`src/rtl/cfg_wr_loader.sv`:
```
// Streams 32-bit host words into 64-bit RAM entry writes: header, then lo/hi word pairs.
// Optional trailer checksum check is enabled with the CFG_LOADER_CHECKSUM_EN macro.
module cfg_wr_loader #(
    parameter int NUM_RAMS   = 36,
    parameter int ADDR_WIDTH = 7
) (
    input  logic                  clk,
    input  logic                  rst_n,
    input  logic                  s_valid,
    input  logic [31:0]           s_data,
    output logic                  s_ready,
    output logic [7:0]            sram_sel,
    output logic [ADDR_WIDTH-1:0] addr_wr,
    output logic                  wr_en,
    output logic [63:0]           din,
    output logic                  busy,
    output logic                  done,
    output logic                  err,
    input  logic                  err_clr
);

`ifdef CFG_LOADER_CHECKSUM_EN
    typedef enum logic [1:0] {IDLE, LO, HI, CHK} state_t;
`else
    typedef enum logic [1:0] {IDLE, LO, HI} state_t;
`endif

    localparam logic [8:0] NUM_RAMS_W = 9'(NUM_RAMS);

    state_t                state_reg, state_next;
    logic [7:0]            sel_reg, sel_next;
    logic [ADDR_WIDTH-1:0] addr_reg, addr_next;
    logic [7:0]            remaining_reg, remaining_next;
    logic [31:0]           lo_reg, lo_next;
    logic                  bad_reg, bad_next;
    logic                  wr_en_reg, wr_en_next;
    logic                  done_reg, done_next;
    logic                  err_reg, err_next, err_set;
    logic [7:0]            sram_sel_reg, sram_sel_next;
    logic [ADDR_WIDTH-1:0] addr_wr_reg, addr_wr_next;
    logic [63:0]           din_reg, din_next;
    logic [6:0]            hdr_addr;
`ifdef CFG_LOADER_CHECKSUM_EN
    logic [31:0]           csum_reg, csum_next;
`endif

    // The loader never stalls the host, so every valid word is a handshake.
    assign s_ready  = 1'b1;
    assign hdr_addr = s_data[22:16];

    always_ff @(posedge clk or negedge rst_n) begin
        if (!rst_n) begin
            state_reg <= IDLE;
        end else begin
            state_reg <= state_next;
        end
    end

    always_comb begin
        state_next = state_reg;
        if (s_valid) begin
            case (state_reg)
                IDLE:    state_next = (s_data[7:0] == 8'd0) ? IDLE : LO;
                LO:      state_next = HI;
`ifdef CFG_LOADER_CHECKSUM_EN
                HI:      state_next = (remaining_reg == 8'd1) ? CHK : LO;
                CHK:     state_next = IDLE;
`else
                HI:      state_next = (remaining_reg == 8'd1) ? IDLE : LO;
`endif
                default: state_next = IDLE;
            endcase
        end
    end

    always_comb begin
        sel_next       = sel_reg;
        addr_next      = addr_reg;
        remaining_next = remaining_reg;
        lo_next        = lo_reg;
        bad_next       = bad_reg;
        wr_en_next     = 1'b0;
        done_next      = 1'b0;
        err_set        = 1'b0;
        sram_sel_next  = sram_sel_reg;
        addr_wr_next   = addr_wr_reg;
        din_next       = din_reg;
`ifdef CFG_LOADER_CHECKSUM_EN
        csum_next      = csum_reg;
`endif
        if (s_valid) begin
            case (state_reg)
                IDLE: begin
                    sel_next       = s_data[31:24];
                    addr_next      = ADDR_WIDTH'(hdr_addr);
                    remaining_next = s_data[7:0];
                    bad_next       = ({1'b0, s_data[31:24]} >= NUM_RAMS_W);
                    err_set        = ({1'b0, s_data[31:24]} >= NUM_RAMS_W);
                    done_next      = (s_data[7:0] == 8'd0);
`ifdef CFG_LOADER_CHECKSUM_EN
                    csum_next      = 32'd0;
`endif
                end
                LO: begin
                    lo_next = s_data;
`ifdef CFG_LOADER_CHECKSUM_EN
                    csum_next = csum_reg ^ s_data;
`endif
                end
                HI: begin
                    // Out-of-range targets still walk the address so the word stream stays aligned.
                    if (!bad_reg) begin
                        wr_en_next    = 1'b1;
                        din_next      = {s_data, lo_reg};
                        addr_wr_next  = addr_reg;
                        sram_sel_next = sel_reg;
                    end
                    addr_next      = addr_reg + ADDR_WIDTH'(1);
                    remaining_next = remaining_reg - 8'd1;
`ifdef CFG_LOADER_CHECKSUM_EN
                    csum_next = csum_reg ^ s_data;
`else
                    done_next = (remaining_reg == 8'd1);
`endif
                end
`ifdef CFG_LOADER_CHECKSUM_EN
                CHK: begin
                    done_next = 1'b1;
                    err_set   = (s_data != csum_reg);
                end
`endif
                default: ;
            endcase
        end
        err_next = err_set | (err_reg & ~err_clr);
    end

    always_ff @(posedge clk or negedge rst_n) begin
        if (!rst_n) begin
            sel_reg       <= '0;
            addr_reg      <= '0;
            remaining_reg <= '0;
            lo_reg        <= '0;
            bad_reg       <= 1'b0;
            wr_en_reg     <= 1'b0;
            done_reg      <= 1'b0;
            err_reg       <= 1'b0;
            sram_sel_reg  <= '0;
            addr_wr_reg   <= '0;
            din_reg       <= '0;
`ifdef CFG_LOADER_CHECKSUM_EN
            csum_reg      <= '0;
`endif
        end else begin
            sel_reg       <= sel_next;
            addr_reg      <= addr_next;
            remaining_reg <= remaining_next;
            lo_reg        <= lo_next;
            bad_reg       <= bad_next;
            wr_en_reg     <= wr_en_next;
            done_reg      <= done_next;
            err_reg       <= err_next;
            sram_sel_reg  <= sram_sel_next;
            addr_wr_reg   <= addr_wr_next;
            din_reg       <= din_next;
`ifdef CFG_LOADER_CHECKSUM_EN
            csum_reg      <= csum_next;
`endif
        end
    end

    assign busy     = (state_reg != IDLE);
    assign wr_en    = wr_en_reg;
    assign done     = done_reg;
    assign err      = err_reg;
    assign sram_sel = sram_sel_reg;
    assign addr_wr  = addr_wr_reg;
    assign din      = din_reg;

endmodule

```
`config.mk`:
```
export PLATFORM = sky130hd
export DESIGN_NAME = cfg_wr_loader
export DESIGN_NICKNAME = d
export VERILOG_FILES = /design/src/rtl/cfg_wr_loader.sv
export SDC_FILE = /design/constraint.sdc
export NUM_CORES = 1
export LEC_CHECK = 0
export BUFFER_PORTS_ARGS = -buffer_cell sky130_fd_sc_hd__buf_2
export CAP_MARGIN = 40
export CORE_UTILIZATION = 53
export DETAILED_ROUTE_END_ITERATION = 12
export GPL_TIMING_DRIVEN = 1
export PLACE_DENSITY_LB_ADDON = 0.3
export SLEW_MARGIN = 0
export SYNTH_ARGS = -nofsm -noshare
export SYNTH_HDL_FRONTEND = slang
export SYNTH_SLANG_ARGS = --single-unit
```
`constraint.sdc`:
```
create_clock -name clk -period 1.9 [get_ports clk]
set_input_delay 0.19 -clock clk [delete_from_list [all_inputs] [get_ports clk]]
set_output_delay 0.19 -clock clk [all_outputs]
set_load 0.01 [all_outputs]
```
==> flow_metrics.tcl, run 1 <==
set metrics [dict create \
    clkSinkCount 140 \
    fin_cells 670 \
    comb_power_share_pct 30.9 \
    syn_inst 389 \
    maxCapViolCount 0 \
    die_h_um 109 \
    setup_tns_ns 0 \
    rr_endpoint "din[50]$_DFFE_PN0P_" \
    cts_root_buffer "clkbuf_16" \
    whs_ns 0.0217 \
    portBuffers 118 \
    finalHoldViolations 0 \
    yosysUniqueCellTypes 48 \
    post_drt_wl_per_cell_um 17.7 \
    drv_slew 0 \
    seq_area_frac_synth_pct 57.5 \
    die_area_um2 11900 \
    syn_area_per_cell_um2 15.7 \
    cts_tree "built" \
    clk_pin_slew_worst_paths_ns 0.06 \
    grt_pass1_vias 3718 \
    critPathCaptureType "output pin" \
    internal-power_w 0.00848 \
    die_x_um 109 \
    htree_levels 4 \
    skew_ns 0.00620 \
    seq_power_share_pct 42.9 \
    grt_max_degree 55 \
    ant_nets 0 \
    drt_iter0_drc 272 \
    r2r_cells 3 \
    outcome "completed" \
    worstHoldPathType "input port to flop" \
    drive_gt1_share_pct 53.8 \
    clk_latency_ns 0.42 \
    period_needed_ns 1.82 \
    peakVddDrop_mv 1.00 \
    start_util_pct 55.2 \
    r2r_start "state_reg[0]$_DFFE_PN0P_" \
    crit_chain "buf_4, buf_4, or2_2, buf_2" \
    hp-start "s_data[9]" \
    ys_ff_latch 140 \
    place_congestion 0.849 \
    antennaDiodeCount 0 \
    syn2layout_area_growth_pct 20.4 \
    rsz0062_at_grt "false" \
    crit_path_frequent_cell "buf_4" \
    dr.pass1.iters 4 \
    clk_path_buf_depth 2 \
    grt_overflow 0 \
    required_ns 1.71 \
    fin_ws_ns 0.0784 \
    async_flop_share_pct 100 \
    max_slew_margin_pct 66.5 \
    switching_share_pct 29.7 \
    dp.cells 637 \
    pin_count 120 \
    fp-row-count 38 \
    critPathSlowestCell "dfrtp_1" \
    leakage_nw 3.48 \
    pwr-share-clk_pct 26.1 \
    multi_input_area_um2 2300 \
    setup_viol 0 \
    cpPeakStageDelay_ns 0.40 \
    p_sw_w 0.00358 \
    cts_made_buffers 17 \
    dp_hpwl_mm 7.98 \
    synth_ff_type "dfrtp_1" \
    largest_reg_flops 64 \
    criticalPathCategory "flop to output pin" \
    synth_nets 428 \
    dp_slack_ns 0.200 \
    start_kind "flop" \
    final_common_cell "dfrtp_1" \
    r2r_slack_ns 0.19 \
    hold_end "din[41]$_DFFE_PN0P_" \
    core_area_um2 11000 \
    drt-total-wl_mm 11.9 \
    grt_pass1_wl_mm 19.1 \
    synth_enable_flop_cells 0 \
    yosys_warnings 0 \
    via_per_inst 5.42 \
    final_cell_mix "140 x dfrtp_1, 117 x buf_2, 79 x mux2_4, 40 x mux2_2, 17 x clkbuf_16" \
    worstPathArrival_ns 1.63 \
    holdPathStages 2 \
    post-route-period-util_pct 95.9 \
    drc 0 \
    fin_nets 557 \
    fmax_mhz 549 \
    antenna_found_initial 0 \
    nFillCells 800 \
    synth_area_um2 6090 \
    grt_usage_pct 21.6 \
    seq_area_um2 3500 \
    cts-resized-gates 0 \
    via_count 3632 \
    worstPathMaxFanout 15 \
    p_per_area_nw_per_um2 1640 \
    tightest_slew_ns 0.503 \
]
cells by family after synthesis:
| group | share of synthesized area [%] |
|---|---|
| flip-flops | 57.5 |
| multiplexers | 27.4 |
| AND/OR/NAND/NOR | 5.77 |
| AO/OA/AOI/OAI | 3.88 |
| buffers and inverters | 4.79 |
| adder cells (fa/ha/maj) | 0.616 |
| other | 0.0616 |
how the worst max path moves through the flow:
stage,cells after the start,from,slack (ns),end
2_1_floorplan,6,state_reg[1]$_DFFE_PN0P_,0.38,addr_wr[0]$_DFFE_PN0P_
3_5_place_dp,3,state_reg[0]$_DFFE_PN0P_,0.20,din[50]$_DFFE_PN0P_
4_1_cts,4,state_reg[1]$_DFFE_PN0P_,0.05,busy
3_3_place_gp,3,state_reg[0]$_DFFE_PN0P_,0.23,din[15]$_DFFE_PN0P_
6_report,4,state_reg[1]$_DFFE_PN0P_,0.08,busy
5_1_grt,4,state_reg[1]$_DFFE_PN0P_,0.03,busy
final cells by class:
type / instances / share of cell area, %
Sequential cell: 140 / 47.8
Multi-Input combinational cell: 219 / 31.3
Timing Repair Buffer: 133 / 10.4
Clock buffer: 24 / 6.84
Tap cell: 140 / 2.39
Clock inverter: 7 / 0.853
Inverter: 7 / 0.392
power by group through the flow:
| stage | combinational, W | clock [W] | sequential, W |
|---|---|---|---|
| after CTS | 0.00378 | 0.00322 | 0.00519 |
| final | 0.00373 | 0.00315 | 0.00518 |
| after floorplan | 0.00213 | 0 | 0.00543 |
| after global placement | 0.00365 | 0 | 0.00513 |
| after global routing | 0.00408 | 0.00334 | 0.00537 |
| after detailed placement | 0.00377 | 0 | 0.00520 |
through the flow:
step	util [%]	cell area [µm²]	total power, W
2_1_floorplan	-	6090	0.00756
4_1_cts	66.5	7330	0.0122
6_report	66.5	7330	0.0121
3_3_place_gp	61.2	6750	0.00878
3_5_place_dp	61.2	6750	0.00898
5_1_grt	66.5	7330	0.0128
worst max-delay path, delay by kind of cell, from the launching register on:
family                 cells  cell delay, ns
AND/OR/NAND/NOR            1            0.28
buffers and inverters      3            0.53
flip-flops                 1            0.40
per-layer routing:
layer / vias up / track usage [%] / share of wire [%]
li1: 1653 / - / -
met1: 1842 / 28.5 / 44
met2: 124 / 33.2 / 48
met3: 13 / 7.53 / 6.4
met4: 0 / 7.62 / 1.2
met5: - / 0 / 0
cells in the mapped netlist (3+ instances only):
cell | instances | area (µm²)
a21oi_1 | 8 | 40.0
buf_12 | 9 | 180
buf_2 | 6 | 30.0
clkbuf_1 | 3 | 11.3
dfrtp_1 | 140 | 3500
ha_1 | 3 | 37.5
inv_1 | 6 | 22.5
mux2_2 | 40 | 450
mux2_4 | 79 | 1190
mux2i_1 | 3 | 30.0
nand2_1 | 12 | 45.0
nand3_1 | 5 | 25.0
nand4b_1 | 3 | 26.3
nor2b_1 | 5 | 31.3
nor3_1 | 6 | 30.0
nor3b_1 | 3 | 22.5
nor4_1 | 4 | 25.0
o21ai_0 | 11 | 55.1
o22ai_1 | 8 | 50.1
repair_timing:
| action | in CTS | in global routing |
|---|---|---|
| buffers inserted | 0 | 0 |
| hold buffers | 2 | 0 |
| hold endpoints to repair | 52 | 0 |
(Power assumes the default switching activity.)
==> run 2: changes to the inputs <==
--- a/config.mk
+++ b/config.mk
@@ -5,6 +5,7 @@
 export SDC_FILE = /design/constraint.sdc
 export NUM_CORES = 1
 export LEC_CHECK = 0
+export ABC_AREA = 1
 export BUFFER_PORTS_ARGS = -buffer_cell sky130_fd_sc_hd__buf_2
 export CAP_MARGIN = 40
 export CORE_UTILIZATION = 53
==> run 2 against run 1 <==
Fmax grew 6.0%. Largest power group unchanged. Area after synthesis shrank 6.9%. Setup slack improved by 0.10 ns. Routed wire length increased by 16%. Via count is 30% higher. Sequential share of layout area rose by 0.39 points. Clock skew is 0.0011 ns higher. Core utilization grew 3.7 points. First-iteration DRC count increased by 24%. Final cell count rose by 38%. Clock-buffer cell count decreased by 3. Register-to-register slack hardly changed.
==> flow_metrics.tcl, run 2 <==
set metrics [dict create \
    period_needed_ns 1.72 \
    crit_path_end "state_reg[0]$_DFFE_PN0P_" \
    grt_overflow 0 \
    async_flop_share_pct 100 \
    peakVddDrop_mv 0.887 \
    rsz0062_at_grt "false" \
    grt_usage_pct 26.9 \
    leakage_nw 3.95 \
    seq_area_frac_synth_pct 61.8 \
    r2r_start "state_reg[1]$_DFFE_PN0P_" \
    worstPathArrival_ns 2.18 \
    ys_top_cells_by_area "dfrtp_1 62%, nand2_1 16%, o21ai_0 8.9%" \
    synth_nets 674 \
    worstPathMaxFanout 15 \
    yosys_warnings 0 \
    synth_commonest_cells "237 x nand2_1, 140 x dfrtp_1, 101 x o21ai_0, 55 x inv_1, 20 x nor2_1" \
    syn_inst 635 \
    die_area_um2 11100 \
    p_per_area_nw_per_um2 1730 \
    synth_ff_type "dfrtp_1" \
    required_ns 2.36 \
    fin_nets 817 \
    clk_latency_ns 0.52 \
    skew_ns 0.00730 \
    setup_viol 0 \
    post_drt_wl_per_cell_um 14.9 \
    die_x_um 105 \
    clk_path_buf_depth 2 \
    final_cell_mix "237 x nand2_1, 140 x dfrtp_1, 117 x buf_2, 101 x o21ai_0, 55 x inv_1" \
    via_per_inst 5.11 \
    antennaDiodeCount 0 \
    outcome "completed" \
    maxCapViolCount 0 \
    pin_count 120 \
    fp-row-count 37 \
    setup_tns_ns 0 \
    antenna_found_initial 0 \
    grt_pass1_vias 4714 \
    dp_hpwl_mm 8.96 \
    cts.hold.buffers_added 27 \
    cts-resized-gates 0 \
    yosysUniqueCellTypes 23 \
    grt_max_degree 73 \
    r2r_slack_ns 0.18 \
    syn2layout_area_growth_pct 28.2 \
    cts_root_buffer "clkbuf_8" \
    placed_cell_area_um2 6370 \
    drc 0 \
    drt_iter0_drc 336 \
    dr.pass1.iters 5 \
    drv_slew 0 \
    clk_pin_slew_worst_paths_ns 0.06 \
    cts_tree "built" \
    synth_enable_flop_cells 0 \
    fmax_mhz 582 \
    rr_endpoint "state_reg[0]$_DFFE_PN0P_" \
    r2r_cells 6 \
    critPathCaptureType "flop" \
    final_common_cell "nand2_1" \
    die_h_um 105 \
    max_slew_margin_pct 60.8 \
    synth_area_um2 5670 \
    drive_gt1_share_pct 20.7 \
    drt-total-wl_mm 13.8 \
    start_util_pct 54.7 \
    fin_area_um2 7270 \
    start_kind "flop" \
    synth_top_area_share_pct 61.8 \
    ys_ff_latch 140 \
    yosysMostFrequentCell "nand2_1" \
    htree_levels 4 \
    synth_top_area_cell "dfrtp_1" \
    finalPower_w 0.0126 \
    worstHoldPathType "input port to flop" \
    tightest_slew_ns 0.587 \
    post-cts-setup-buffers 0 \
    via_count 4735 \
    portBuffers 118 \
    syn_area_per_cell_um2 8.93 \
    place_congestion 0.899 \
    clkSinkCount 140 \
    grt_pass1_wl_mm 23.0 \
    ant_nets 0 \
    crit_path_start "state_reg[1]$_DFFE_PN0P_" \
    post-route-period-util_pct 90.5 \
    largest_reg_flops 64 \
    cts_made_buffers 17 \
    core_area_um2 10400 \
    finalHoldViolations 0 \
    criticalPathCategory "flop to flop" \
]
-- run 2: changes by cell type in the layout (fill, tap and decap cells not counted), sizes merged, moves of 8 or more --
cell,change
dlygate4sd3,+25
nand2,+226
o21ai,+90
nand3,+13
o22ai,-8
inv,+51
nor2,+19
mux2,-119
-- run 2: layout make-up --
class,count,area (µm²)
sequential,140,3500
fill,782,3100
multi-input combinational,407,1780
timing repair buffer,154,972
clock buffer,21,439
inverter,58,218
clock inverter,11,191
tap,136,170
-- run 2: cell families after synthesis --
logic type | after synthesis | synth area share (%)
DFF | 140 | 61.8
other | 1 | 0.0661
AOI/OAI and AO/OA | 115 | 10.2
and+or+nand+nor | 288 | 20.3
buffers and inverters | 88 | 6.95
adders and majority gates | 3 | 0.662
-- run 2: worst min path at each step --
stage | startpoint | to | slack [ns] | cells after the start
after floorplan | rst_n | addr_reg[0]$_DFFE_PN0P_ | -0.11 | 0
after global placement | rst_n | sel_reg[6]$_DFFE_PN0P_ | 0.08 | 1
after detailed placement | rst_n | sel_reg[6]$_DFFE_PN0P_ | 0.08 | 1
after CTS | s_data[4] | din[36]$_DFFE_PN0P_ | 0.002 | 3
after global routing | s_data[1] | remaining_reg[1]$_DFFE_PN0P_ | 0.03 | 3
final | s_data[28] | din[60]$_DFFE_PN0P_ | 0.01 | 3
-- run 2: where the power goes --
group	switching, W	internal (W)
sequential	0.000880	0.00437
clock	0.00120	0.00230
combinational	0.00236	0.00146
total	0.00444	0.00813
-- run 2: metrics by stage --
step	hold WS, ns	util, %	worst slack [ns]	instances
3_5_place_dp	0.0837	61.4	0.224	868
4_1_cts	0.00223	70.1	0.220	927
3_3_place_gp	0.0785	61.4	0.236	868
5_1_grt	0.0286	70.1	0.0439	927
6_report	0.0120	70.1	0.181	927
2_1_floorplan	-0.106	-	0.611	635
-- run 2: worst max-delay path, cell delays in order (launching register included) --
cell and delay, ns:
dfrtp_1 0.55, nand2_1 0.26, inv_1 0.43, o21ai_0 0.21, nand2_1 0.12, nand2_1 0.05, nand2_1 0.05
-- run 2: routing by layer --
metal / vias to the layer above / wire length (µm) / GRT usage, %
li1: 2283 / - / -
met1: 2252 / 6040 / 36.4
met2: 177 / 6610 / 42.9
met3: 23 / 871 / 5.81
met4: 0 / 273 / 9.96
met5: - / 0 / 0
==> run 3: changes to the inputs <==
--- a/config.mk
+++ b/config.mk
@@ -11,7 +11,7 @@
 export CORE_UTILIZATION = 53
 export DETAILED_ROUTE_END_ITERATION = 12
 export GPL_TIMING_DRIVEN = 1
-export PLACE_DENSITY_LB_ADDON = 0.3
+export PLACE_DENSITY = 0.86
 export SLEW_MARGIN = 0
 export SYNTH_ARGS = -nofsm -noshare
 export SYNTH_HDL_FRONTEND = slang
==> run 3 against run 2 <==
Core utilization down 0.86 points. Design area down 1.2%. Die area did not move. Global-route usage hardly changed. Sequential share of layout area increased by 0.60 points. Clock skew shrank 0.0028 ns. Worst hold slack improved by 0.0059 ns. Critical path depth grew 1. Combinational power is essentially flat. Clock power is 8.6% lower. Final cell count decreased by 0.32%. Sequential power about the same. Critical endpoint is now din[35]$_DFFE_PN0P_. Largest cell class unchanged. Highest routed layer unchanged.
==> flow_metrics.tcl, run 3 (synthesis gave the netlist of run 2 again) <==
set metrics [dict create \
    ant_nets 0 \
    drt-total-wl_mm 13.9 \
    core_area_um2 10400 \
    peakVddDrop_mv 0.804 \
    htree_levels 4 \
    max_slew_margin_pct 63.3 \
    via_count 4919 \
    worstPathArrival_ns 2.18 \
    maxCapViolCount 0 \
    clk_latency_ns 0.52 \
    internal-power_w 0.00772 \
    portBuffers 118 \
    fin_cells 924 \
    syn2layout_area_growth_pct 26.7 \
    tightest_slew_ns 0.550 \
    comb_power_share_pct 31.3 \
    p_per_area_nw_per_um2 1710 \
    drv_slew 0 \
    whs_ns 0.0179 \
    drc 0 \
    cts_tree "built" \
    via_per_inst 5.32 \
    r2r_start "state_reg[0]$_DFFE_PN0P_" \
    fin_nets 814 \
    p_sw_w 0.00454 \
    rsz0062_at_grt "false" \
    fin_area_um2 7180 \
    holdPathStages 3 \
    post-cts-setup-buffers 0 \
    hold_end "lo_reg[21]$_DFFE_PN0P_" \
    pwr-share-clk_pct 26.0 \
    place_congestion 0.928 \
    leakage_nw 3.91 \
    clk_pin_slew_worst_paths_ns 0.06 \
    finalHoldViolations 0 \
    setup_tns_ns 0 \
    worstHoldPathType "input port to flop" \
    outcome "completed" \
    clk_path_buf_depth 2 \
    seq_area_um2 3500 \
    cts_root_buffer "clkbuf_8" \
    rr_endpoint "din[35]$_DFFE_PN0P_" \
    period_needed_ns 1.76 \
    antennaDiodeCount 0 \
    grt_pass1_vias 4727 \
    start_kind "flop" \
    dp_hpwl_mm 8.57 \
    die_h_um 105 \
    required_ns 2.32 \
    dr.pass1.iters 5 \
    grt_usage_pct 26.9 \
    drive_gt1_share_pct 20.9 \
    cts_made_buffers 17 \
    grt_pass1_wl_mm 23.0 \
    nFillCells 746 \
    grt_max_degree 77 \
    post_drt_wl_per_cell_um 15.1 \
    die_area_um2 11100 \
    final_cell_mix "237 x nand2_1, 140 x dfrtp_1, 117 x buf_2, 101 x o21ai_0, 55 x inv_1" \
    r2r_slack_ns 0.14 \
    criticalPathCategory "flop to flop" \
    final_common_cell "nand2_1" \
    hp-start "s_data[21]" \
    switching_share_pct 37.0 \
    start_util_pct 54.7 \
    seq_power_share_pct 42.7 \
    setup_viol 0 \
    worstPathMaxFanout 76 \
    clkSinkCount 140 \
    fp-row-count 37 \
    antenna_found_initial 0 \
    dp.cells 867 \
    pin_count 120 \
    largest_reg_flops 64 \
    multi_input_area_um2 1780 \
    critPathCaptureType "flop" \
    die_x_um 105 \
    r2r_cells 7 \
    finalPower_w 0.0123 \
    grt_overflow 0 \
    fmax_mhz 569 \
    post-route-period-util_pct 92.6 \
    drt_iter0_drc 505 \
    skew_ns 0.00447 \
    placed_cell_area_um2 6350 \
]
run 3: changes by cell type in the layout (fill, tap and decap cells not counted), sizes merged:
cell         before  now
clkbuf           21   19
clkinvlp          3    2
buf             127  126
inv              58   60
dlygate4sd3      27   25
clkinv            3    7
bufinv            5    2
run 3: worst max path at each step:
stage / start / to / slack, ns
2_1_floorplan: state_reg[1]$_DFFE_PN0P_ / lo_reg[12]$_DFFE_PN0P_ / 0.61
3_3_place_gp: state_reg[0]$_DFFE_PN0P_ / din[40]$_DFFE_PN0P_ / 0.20
3_5_place_dp: state_reg[0]$_DFFE_PN0P_ / din[43]$_DFFE_PN0P_ / 0.04
4_1_cts: state_reg[0]$_DFFE_PN0P_ / din[43]$_DFFE_PN0P_ / 0.03
5_1_grt: state_reg[0]$_DFFE_PN0P_ / din[35]$_DFFE_PN0P_ / 0.009
6_report: state_reg[0]$_DFFE_PN0P_ / din[35]$_DFFE_PN0P_ / 0.14
run 3: per-layer routing:
layer	share of wire, %	vias to the layer above	track usage (%)
met3	5.1	40	4.45
met4	3.0	0	14.3
met1	43	2368	36.5
met5	0	-	0
met2	49	234	41.7
li1	-	2277	-
run 3: critical path, stage by stage, from the launching register on:
cell and delay, ns:
dfrtp_1 0.39, inv_2 0.07, nand2_4 0.19, inv_2 0.17, nand3_4 0.11, buf_6 0.40
nand2_1 0.14, o21ai_0 0.14
run 3: area by class of cell:
cell class	instances	area share (%)
timing repair buffer	151	13.1
clock buffer	19	6.01
sequential	140	48.8
inverter	58	3.03
clock inverter	13	1.99
tap	136	2.37
multi-input combinational	407	24.8
run 3: timing repair:
| item | in CTS | in global routing |
|---|---|---|
| gates resized for setup | 0 | 2 |
| hold endpoints to repair | 191 | 0 |
| endpoints found under the setup margin | 0 | 54 |
| hold buffers | 25 | 0 |
run 3: stage by stage:
stage / util, % / setup WS [ns]
global placement: 61.2 / 0.197
floorplan: - / 0.611
CTS: 69.2 / 0.0314
global route: 69.3 / 0.00943
detailed placement: 61.2 / 0.0448
finish: 69.3 / 0.141
run 3: power groups by stage:
stage	logic, W	clock network [W]	registers (W)
after floorplan	0.00195	0	0.00547
after global placement	0.00353	0	0.00517
final	0.00383	0.00319	0.00524
after global routing	0.00433	0.00336	0.00538
after detailed placement	0.00370	0	0.00521
after CTS	0.00381	0.00322	0.00521
